$ cat src/rtl/tf_agen_pkg.sv
// Shared types and constants for the radix-4 twiddle address generator.
// Holds the FSM encoding, ROM geometry and the base-exponent helper.
package tf_agen_pkg;

    typedef enum logic [1:0] {
        S_IDLE = 2'd0,
        S_RUN  = 2'd1,
        S_FIN  = 2'd2
    } state_t;

    localparam int TW_AW     = 4;
    localparam int ROM_DEPTH = 16;
    localparam int RADIX     = 4;
    localparam int NSTG_DEF  = 3;
    localparam int STG_W     = 2;
    localparam int BFY_W     = 4;

    // k = (bfy << 2*stg) mod 16; stage 2 and above always shift out to zero
    function automatic logic [TW_AW-1:0] base_exp(
        input logic [STG_W-1:0] stg,
        input logic [BFY_W-1:0] bfy
    );
        logic [TW_AW-1:0] k;
        k = '0;
        unique case (stg)
            2'd0:    k = bfy;
            2'd1:    k = {bfy[1:0], 2'b00};
            default: k = '0;
        endcase
        return k;
    endfunction

endpackage

$ cat src/rtl/tf_cnt.sv
// Stage/butterfly counter for the twiddle address generator.
// Butterfly wraps 15->0 and bumps the stage; last flags the final set.
module tf_cnt
    import tf_agen_pkg::*;
#(
    parameter int NSTG = NSTG_DEF,
    parameter int NBFY = ROM_DEPTH
) (
    input  logic             CLK,
    input  logic             RST,
    input  logic             clr,
    input  logic             en,
    output logic [STG_W-1:0] stg,
    output logic [BFY_W-1:0] bfy,
    output logic             last
);

    logic bfy_wrap;

    assign bfy_wrap = (bfy == BFY_W'(NBFY - 1));
    assign last     = bfy_wrap && (stg == STG_W'(NSTG - 1));

    always_ff @(posedge CLK or posedge RST) begin
        if (RST) begin
            stg <= '0;
            bfy <= '0;
        end else if (clr || (en && last)) begin
            stg <= '0;
            bfy <= '0;
        end else if (en) begin
            bfy <= bfy_wrap ? '0 : bfy + 1'b1;
            if (bfy_wrap) begin
                stg <= stg + 1'b1;
            end
        end
    end

endmodule

$ cat src/rtl/tf_agen.sv
// Twiddle ROM address generator for a radix-4 FFT: issues EXP1..3 per butterfly.
// FSM sequences a frame of NSTG*16 address sets; TVLD tracks ROM read latency.
module tf_agen
    import tf_agen_pkg::*;
#(
    parameter int NSTG = NSTG_DEF,
    parameter int NBFY = ROM_DEPTH
) (
    input  logic             CLK,
    input  logic             RST,
    input  logic             START,
    input  logic             HOLD,
    output logic [TW_AW-1:0] EXP1,
    output logic [TW_AW-1:0] EXP2,
    output logic [TW_AW-1:0] EXP3,
    output logic             AVLD,
    output logic             TVLD,
    output logic [STG_W-1:0] STG,
    output logic [BFY_W-1:0] BFY,
    output logic             BUSY,
    output logic             DONE
);

    state_t           state;
    state_t           nstate;
    logic             cnt_clr;
    logic             issue;
    logic             last;
    logic [STG_W-1:0] cstg;
    logic [BFY_W-1:0] cbfy;
    logic [TW_AW-1:0] k;
    logic [TW_AW-1:0] k2;

    // Busy covers the tail of the ROM pipeline, so restarts wait for it
    assign BUSY    = (state != S_IDLE) || AVLD || TVLD;
    assign cnt_clr = (state == S_IDLE) && START && !BUSY;
    assign issue   = (state == S_RUN) && !HOLD;

    assign k  = base_exp(cstg, cbfy);
    assign k2 = {k[TW_AW-2:0], 1'b0};

    tf_cnt #(
        .NSTG (NSTG),
        .NBFY (NBFY)
    ) u_cnt (
        .CLK  (CLK),
        .RST  (RST),
        .clr  (cnt_clr),
        .en   (issue),
        .stg  (cstg),
        .bfy  (cbfy),
        .last (last)
    );

    always_ff @(posedge CLK or posedge RST) begin
        if (RST) begin
            state <= S_IDLE;
        end else begin
            state <= nstate;
        end
    end

    always_comb begin
        nstate = state;
        unique case (state)
            S_IDLE:  if (cnt_clr) nstate = S_RUN;
            S_RUN:   if (issue && last) nstate = S_FIN;
            S_FIN:   nstate = S_IDLE;
            default: nstate = S_IDLE;
        endcase
    end

    always_ff @(posedge CLK or posedge RST) begin
        if (RST) begin
            EXP1 <= '0;
            EXP2 <= '0;
            EXP3 <= '0;
            STG  <= '0;
            BFY  <= '0;
            AVLD <= 1'b0;
            TVLD <= 1'b0;
            DONE <= 1'b0;
        end else begin
            AVLD <= issue;
            TVLD <= AVLD;
            DONE <= (state == S_FIN);
            if (issue) begin
                EXP1 <= k;
                EXP2 <= k2;
                EXP3 <= k + k2;
                STG  <= cstg;
                BFY  <= cbfy;
            end
        end
    end

endmodule
$ cat config.mk
export PLATFORM = sky130hd
export DESIGN_NAME = tf_agen
export DESIGN_NICKNAME = d
export VERILOG_FILES = /design/src/rtl/tf_agen_pkg.sv /design/src/rtl/tf_cnt.sv /design/src/rtl/tf_agen.sv
export SDC_FILE = /design/constraint.sdc
export NUM_CORES = 1
export LEC_CHECK = 0
export CAP_MARGIN = 20
export CORE_ASPECT_RATIO = 1.4
export CORE_MARGIN = 3
export CORE_UTILIZATION = 52
export DETAILED_ROUTE_END_ITERATION = 12
export HOLD_SLACK_MARGIN = 0.03
export PLACE_DENSITY_LB_ADDON = 0.3
export SLEW_MARGIN = 20
export SYNTH_ARGS = -nofsm -noshare
export SYNTH_HDL_FRONTEND = slang
export SYNTH_SLANG_ARGS = --single-unit
$ cat constraint.sdc
create_clock -name CLK -period 3.4 [get_ports CLK]
set_input_delay 0.68 -clock CLK [delete_from_list [all_inputs] [get_ports CLK]]
set_output_delay 0.68 -clock CLK [all_outputs]
set_load 0.1 [all_outputs]
==> run_summary.xml <==
<?xml version="1.0" encoding="UTF-8"?>
<metrics>
  <group name="grt">
    <metric name="grt_use_met2" unit="%">26.8</metric>
    <metric name="top_usage_layer" unit="">met2</metric>
    <metric name="number_of_global_route_vias_before_repair" unit="">821</metric>
    <metric name="first_pass_grt_wire_length" unit="mm">3.37</metric>
    <metric name="antenna_found_initial" unit="">0</metric>
    <metric name="groute.layer.met1.usage" unit="%">20.7</metric>
    <metric name="grt_usage" unit="%">16.4</metric>
    <metric name="grt_overflow" unit="">0</metric>
    <metric name="gr-usage-met3" unit="%">2.59</metric>
    <metric name="grt_start_max_net_pins" unit="">25</metric>
  </group>
  <group name="critical_path">
    <metric name="critical_path.slowest_cell" unit="">sky130_fd_sc_hd__clkdlybuf4s50_1</metric>
    <metric name="path_cells" unit="">clkdlybuf4s50_1</metric>
    <metric name="timing.setup.critical_path_class" unit="">register to output port</metric>
    <metric name="r2r-end" unit="">u_cnt.stg[0]</metric>
    <metric name="cp_max_fo" unit="">3</metric>
    <metric name="critical_path.endpoint_type" unit="">output port</metric>
    <metric name="cp_data_required_time" unit="ps">2720</metric>
    <metric name="start_kind" unit="">register</metric>
    <metric name="critPathArrivalTime" unit="ps">1840</metric>
    <metric name="r2r_start" unit="">state[1]</metric>
    <metric name="timing.reg2reg.worst_path_depth" unit="">5</metric>
    <metric name="reg2reg_slack" unit="ps">1330</metric>
    <metric name="crit_family" unit="">buffers and inverters</metric>
    <metric name="critical_path.max_stage_delay" unit="ps">1140</metric>
    <metric name="cp.buffers_inverters" unit="">1</metric>
  </group>
  <group name="drt">
    <metric name="final_antenna_violating_net_count" unit="">0</metric>
    <metric name="iteration_0_drc_markers" unit="">15</metric>
    <metric name="pre_repair_dr_iteration_count" unit="">3</metric>
    <metric name="num_vias" unit="">854</metric>
    <metric name="drt-total-wl" unit="mm">2.00</metric>
    <metric name="routed_via_density" unit="">5.37</metric>
    <metric name="post-route-drc-count" unit="">0</metric>
    <metric name="routed_wire_length_per_instance" unit="um">12.6</metric>
  </group>
  <group name="cts">
    <metric name="postCtsSetupBuffers" unit="">0</metric>
    <metric name="cts_tree" unit="">yes</metric>
    <metric name="ctsRootBufferMaster" unit="">sky130_fd_sc_hd__clkbuf_4</metric>
    <metric name="h_tree_lvls" unit="">1</metric>
    <metric name="clk-insertion-delay-late" unit="ps">310</metric>
    <metric name="clk_transition_reported_paths" unit="ps">120</metric>
    <metric name="cts-root-to-sink-buffers" unit="">2</metric>
    <metric name="post_cts_resize_count" unit="">0</metric>
    <metric name="cts_hold_buf" unit="">0</metric>
    <metric name="numCtsBuffers" unit="">3</metric>
    <metric name="clock_sink_count" unit="">24</metric>
  </group>
  <group name="place">
    <metric name="gp_congestion" unit="">0.762</metric>
    <metric name="place.detailed.hpwl" unit="mm">1.52</metric>
    <metric name="post-place-cells" unit="">155</metric>
    <metric name="number_of_buffers_added_on_ports" unit="">24</metric>
  </group>
  <group name="finish">
    <metric name="area.growth.synth_to_final" unit="%">17.8</metric>
    <metric name="layout.nets" unit="">149</metric>
    <metric name="instances_no_fill" unit="">159</metric>
    <metric name="fraction_of_final_layout_cells_sized_beyond_drive_strength_1" unit="%">13.8</metric>
    <metric name="fillCellCount" unit="">183</metric>
    <metric name="antenna_cells" unit="">0</metric>
  </group>
  <group name="floorplanning">
    <metric name="area_of_the_core" unit="um^2">2040</metric>
    <metric name="chipHeight" unit="um">61.9</metric>
    <metric name="effective_utilization_at_floorplan" unit="%">56.9</metric>
    <metric name="placement_rows" unit="">19</metric>
    <metric name="fp.dieArea" unit="um^2">2850</metric>
    <metric name="boundaryPins" unit="">26</metric>
    <metric name="die_w" unit="um">46.0</metric>
  </group>
  <group name="synthesis">
    <metric name="syn_nets" unit="">130</metric>
    <metric name="synth_edf_count" unit="">0</metric>
    <metric name="netlist_top_cells_area" unit="">sky130_fd_sc_hd__dfrtp_1 52%, sky130_fd_sc_hd__nand2_1 12%, sky130_fd_sc_hd__ha_1 6.5%, sky130_fd_sc_hd__buf_4 3.2%, sky130_fd_sc_hd__o21ai_0 2.6%</metric>
    <metric name="synth_warnings" unit="">0</metric>
    <metric name="yosysUniqueCellTypes" unit="">31</metric>
    <metric name="postSynthRegisterBits" unit="">24</metric>
    <metric name="yosys_top_cell_area_share" unit="%">51.7</metric>
    <metric name="seq_area_frac_synth" unit="%">51.7</metric>
    <metric name="netlist.top_cell.by_area" unit="">sky130_fd_sc_hd__dfrtp_1</metric>
    <metric name="netlist_area" unit="um^2">1160</metric>
    <metric name="postSynthAreaPerCell" unit="um^2">9.69</metric>
    <metric name="gate_count_post_synth" unit="">120</metric>
    <metric name="async_reset_ff_share" unit="%">100</metric>
    <metric name="yosys_most_used_dff" unit="">sky130_fd_sc_hd__dfrtp_1</metric>
  </group>
  <group name="sta">
    <metric name="report.final.hold_viol_count" unit="">0</metric>
    <metric name="final.setup.tns" unit="ps">0</metric>
    <metric name="final-setup-viol-count" unit="">0</metric>
    <metric name="fin_hold_ws" unit="ps">455</metric>
    <metric name="clock.fmax" unit="MHz">398</metric>
    <metric name="relSlewSlack" unit="%">35.1</metric>
    <metric name="timing.final.crit_share" unit="%">74.0</metric>
    <metric name="layout_min_cycle_time" unit="ps">2520</metric>
    <metric name="unrepaired_setup_endpoints_after_global_routing" unit="">no</metric>
    <metric name="final.setup_skew" unit="ps">5.90</metric>
    <metric name="maxSlewViolCount" unit="">0</metric>
    <metric name="slew_worst_pin" unit="ps">971</metric>
  </group>
  <group name="worst_hold_path">
    <metric name="min-delay-path-class" unit="">register to register</metric>
    <metric name="min_delay_worst_endpoint" unit="">TVLD</metric>
    <metric name="worst_hold_startpoint" unit="">AVLD</metric>
    <metric name="min_path_cells" unit="">0</metric>
  </group>
  <group name="run">
    <metric name="max-cap-violations" unit="">0</metric>
  </group>
  <group name="status">
    <metric name="run_status" unit="">finished, final reports clean</metric>
  </group>
</metrics>
registers in the layout, summed over array words and instances, names as in the netlist:
name,cells
EXP3,3
STG,2
DONE,1
EXP1,4
u_cnt.stg,2
TVLD,1
BFY,4
AVLD,1
u_cnt.bfy,4
state,2
metrics by stage:
stage / utilization [%] / setup slack, ps / instance area, um^2
after floorplan: - / 1010 / 1160
after global placement: 65.2 / 773 / 1330
after detailed placement: 65.2 / 716 / 1330
after CTS: 67.0 / 864 / 1370
after global routing: 67.0 / 822 / 1370
final: 67.0 / 884 / 1370
layout make-up:
type                    count  area (um^2)  share of cell area [%]
flip-flops and latches     24          601                    43.9
multi-input cells          80          468                    34.2
repair buffers             24          210                    15.4
clock buffers               4         36.3                    2.65
inverters                   6         27.5                    2.01
well taps                  21         26.3                    1.92
logic make-up after synthesis:
group / count (synthesis) / synth area share [%]
xor gates and xnor gates: 2 / 1.51
other: 1 / 0.323
buffers and inverters: 16 / 8.07
AOI/OAI and AO/OA: 17 / 8.61
adders and majority gates: 6 / 6.46
muxes: 3 / 2.69
and+or+nand+nor: 51 / 20.7
DFF: 24 / 51.7
metal layers:
metal | up-vias | wire length (um)
met5 | - | 0
met1 | 407 | 878
met3 | 5 | 86
li1 | 424 | -
met4 | 0 | 40
met2 | 18 | 995
worst register-to-register path, cell delays in order, from the launching register on:
cell                      delay (ps)
sky130_fd_sc_hd__dfrtp_1         420
sky130_fd_sc_hd__or3b_1          710
sky130_fd_sc_hd__inv_6           240
sky130_fd_sc_hd__nand4_4         140
sky130_fd_sc_hd__or3_1           330
sky130_fd_sc_hd__a21oi_1         150
how the worst max path moves through the flow:
stage	startpoint	end	cells after the start
4_1_cts	EXP1[2]	EXP2[3]	1
5_1_grt	EXP1[1]	EXP2[2]	1
3_3_place_gp	HOLD	u_cnt.stg[0]	6
3_5_place_dp	HOLD	u_cnt.stg[0]	6
2_1_floorplan	AVLD	BUSY	2
6_report	EXP1[2]	EXP1[2]	1
cell usage after synthesis (2+ instances only):
cell type and n:
sky130_fd_sc_hd__a21oi_1 5, sky130_fd_sc_hd__nor2_1 3, sky130_fd_sc_hd__inv_1 5, sky130_fd_sc_hd__ha_1 6, sky130_fd_sc_hd__dfrtp_1 24, sky130_fd_sc_hd__clkbuf_1 2
sky130_fd_sc_hd__buf_2 2, sky130_fd_sc_hd__mux2i_1 2, sky130_fd_sc_hd__and2_1 3, sky130_fd_sc_hd__a22oi_1 3, sky130_fd_sc_hd__o21ai_0 6, sky130_fd_sc_hd__nand2_1 36
sky130_fd_sc_hd__buf_4 5
cell usage in the layout (no fill, tap or decap), drive strengths merged, types with 2 or more instances in the layout:
master	Yosys	layout
a21oi	5	5
a22oi	3	3
and2	3	3
buf	8	12
clkbuf	2	4
clkdlybuf4s50	0	12
dfrtp	24	24
ha	6	6
inv	6	6
mux2i	2	2
nand2	36	36
nor2	3	3
o21ai	7	7
Power is not shown: default switching activity piles up to over one toggle a cycle in this logic, so the estimate is an artifact.
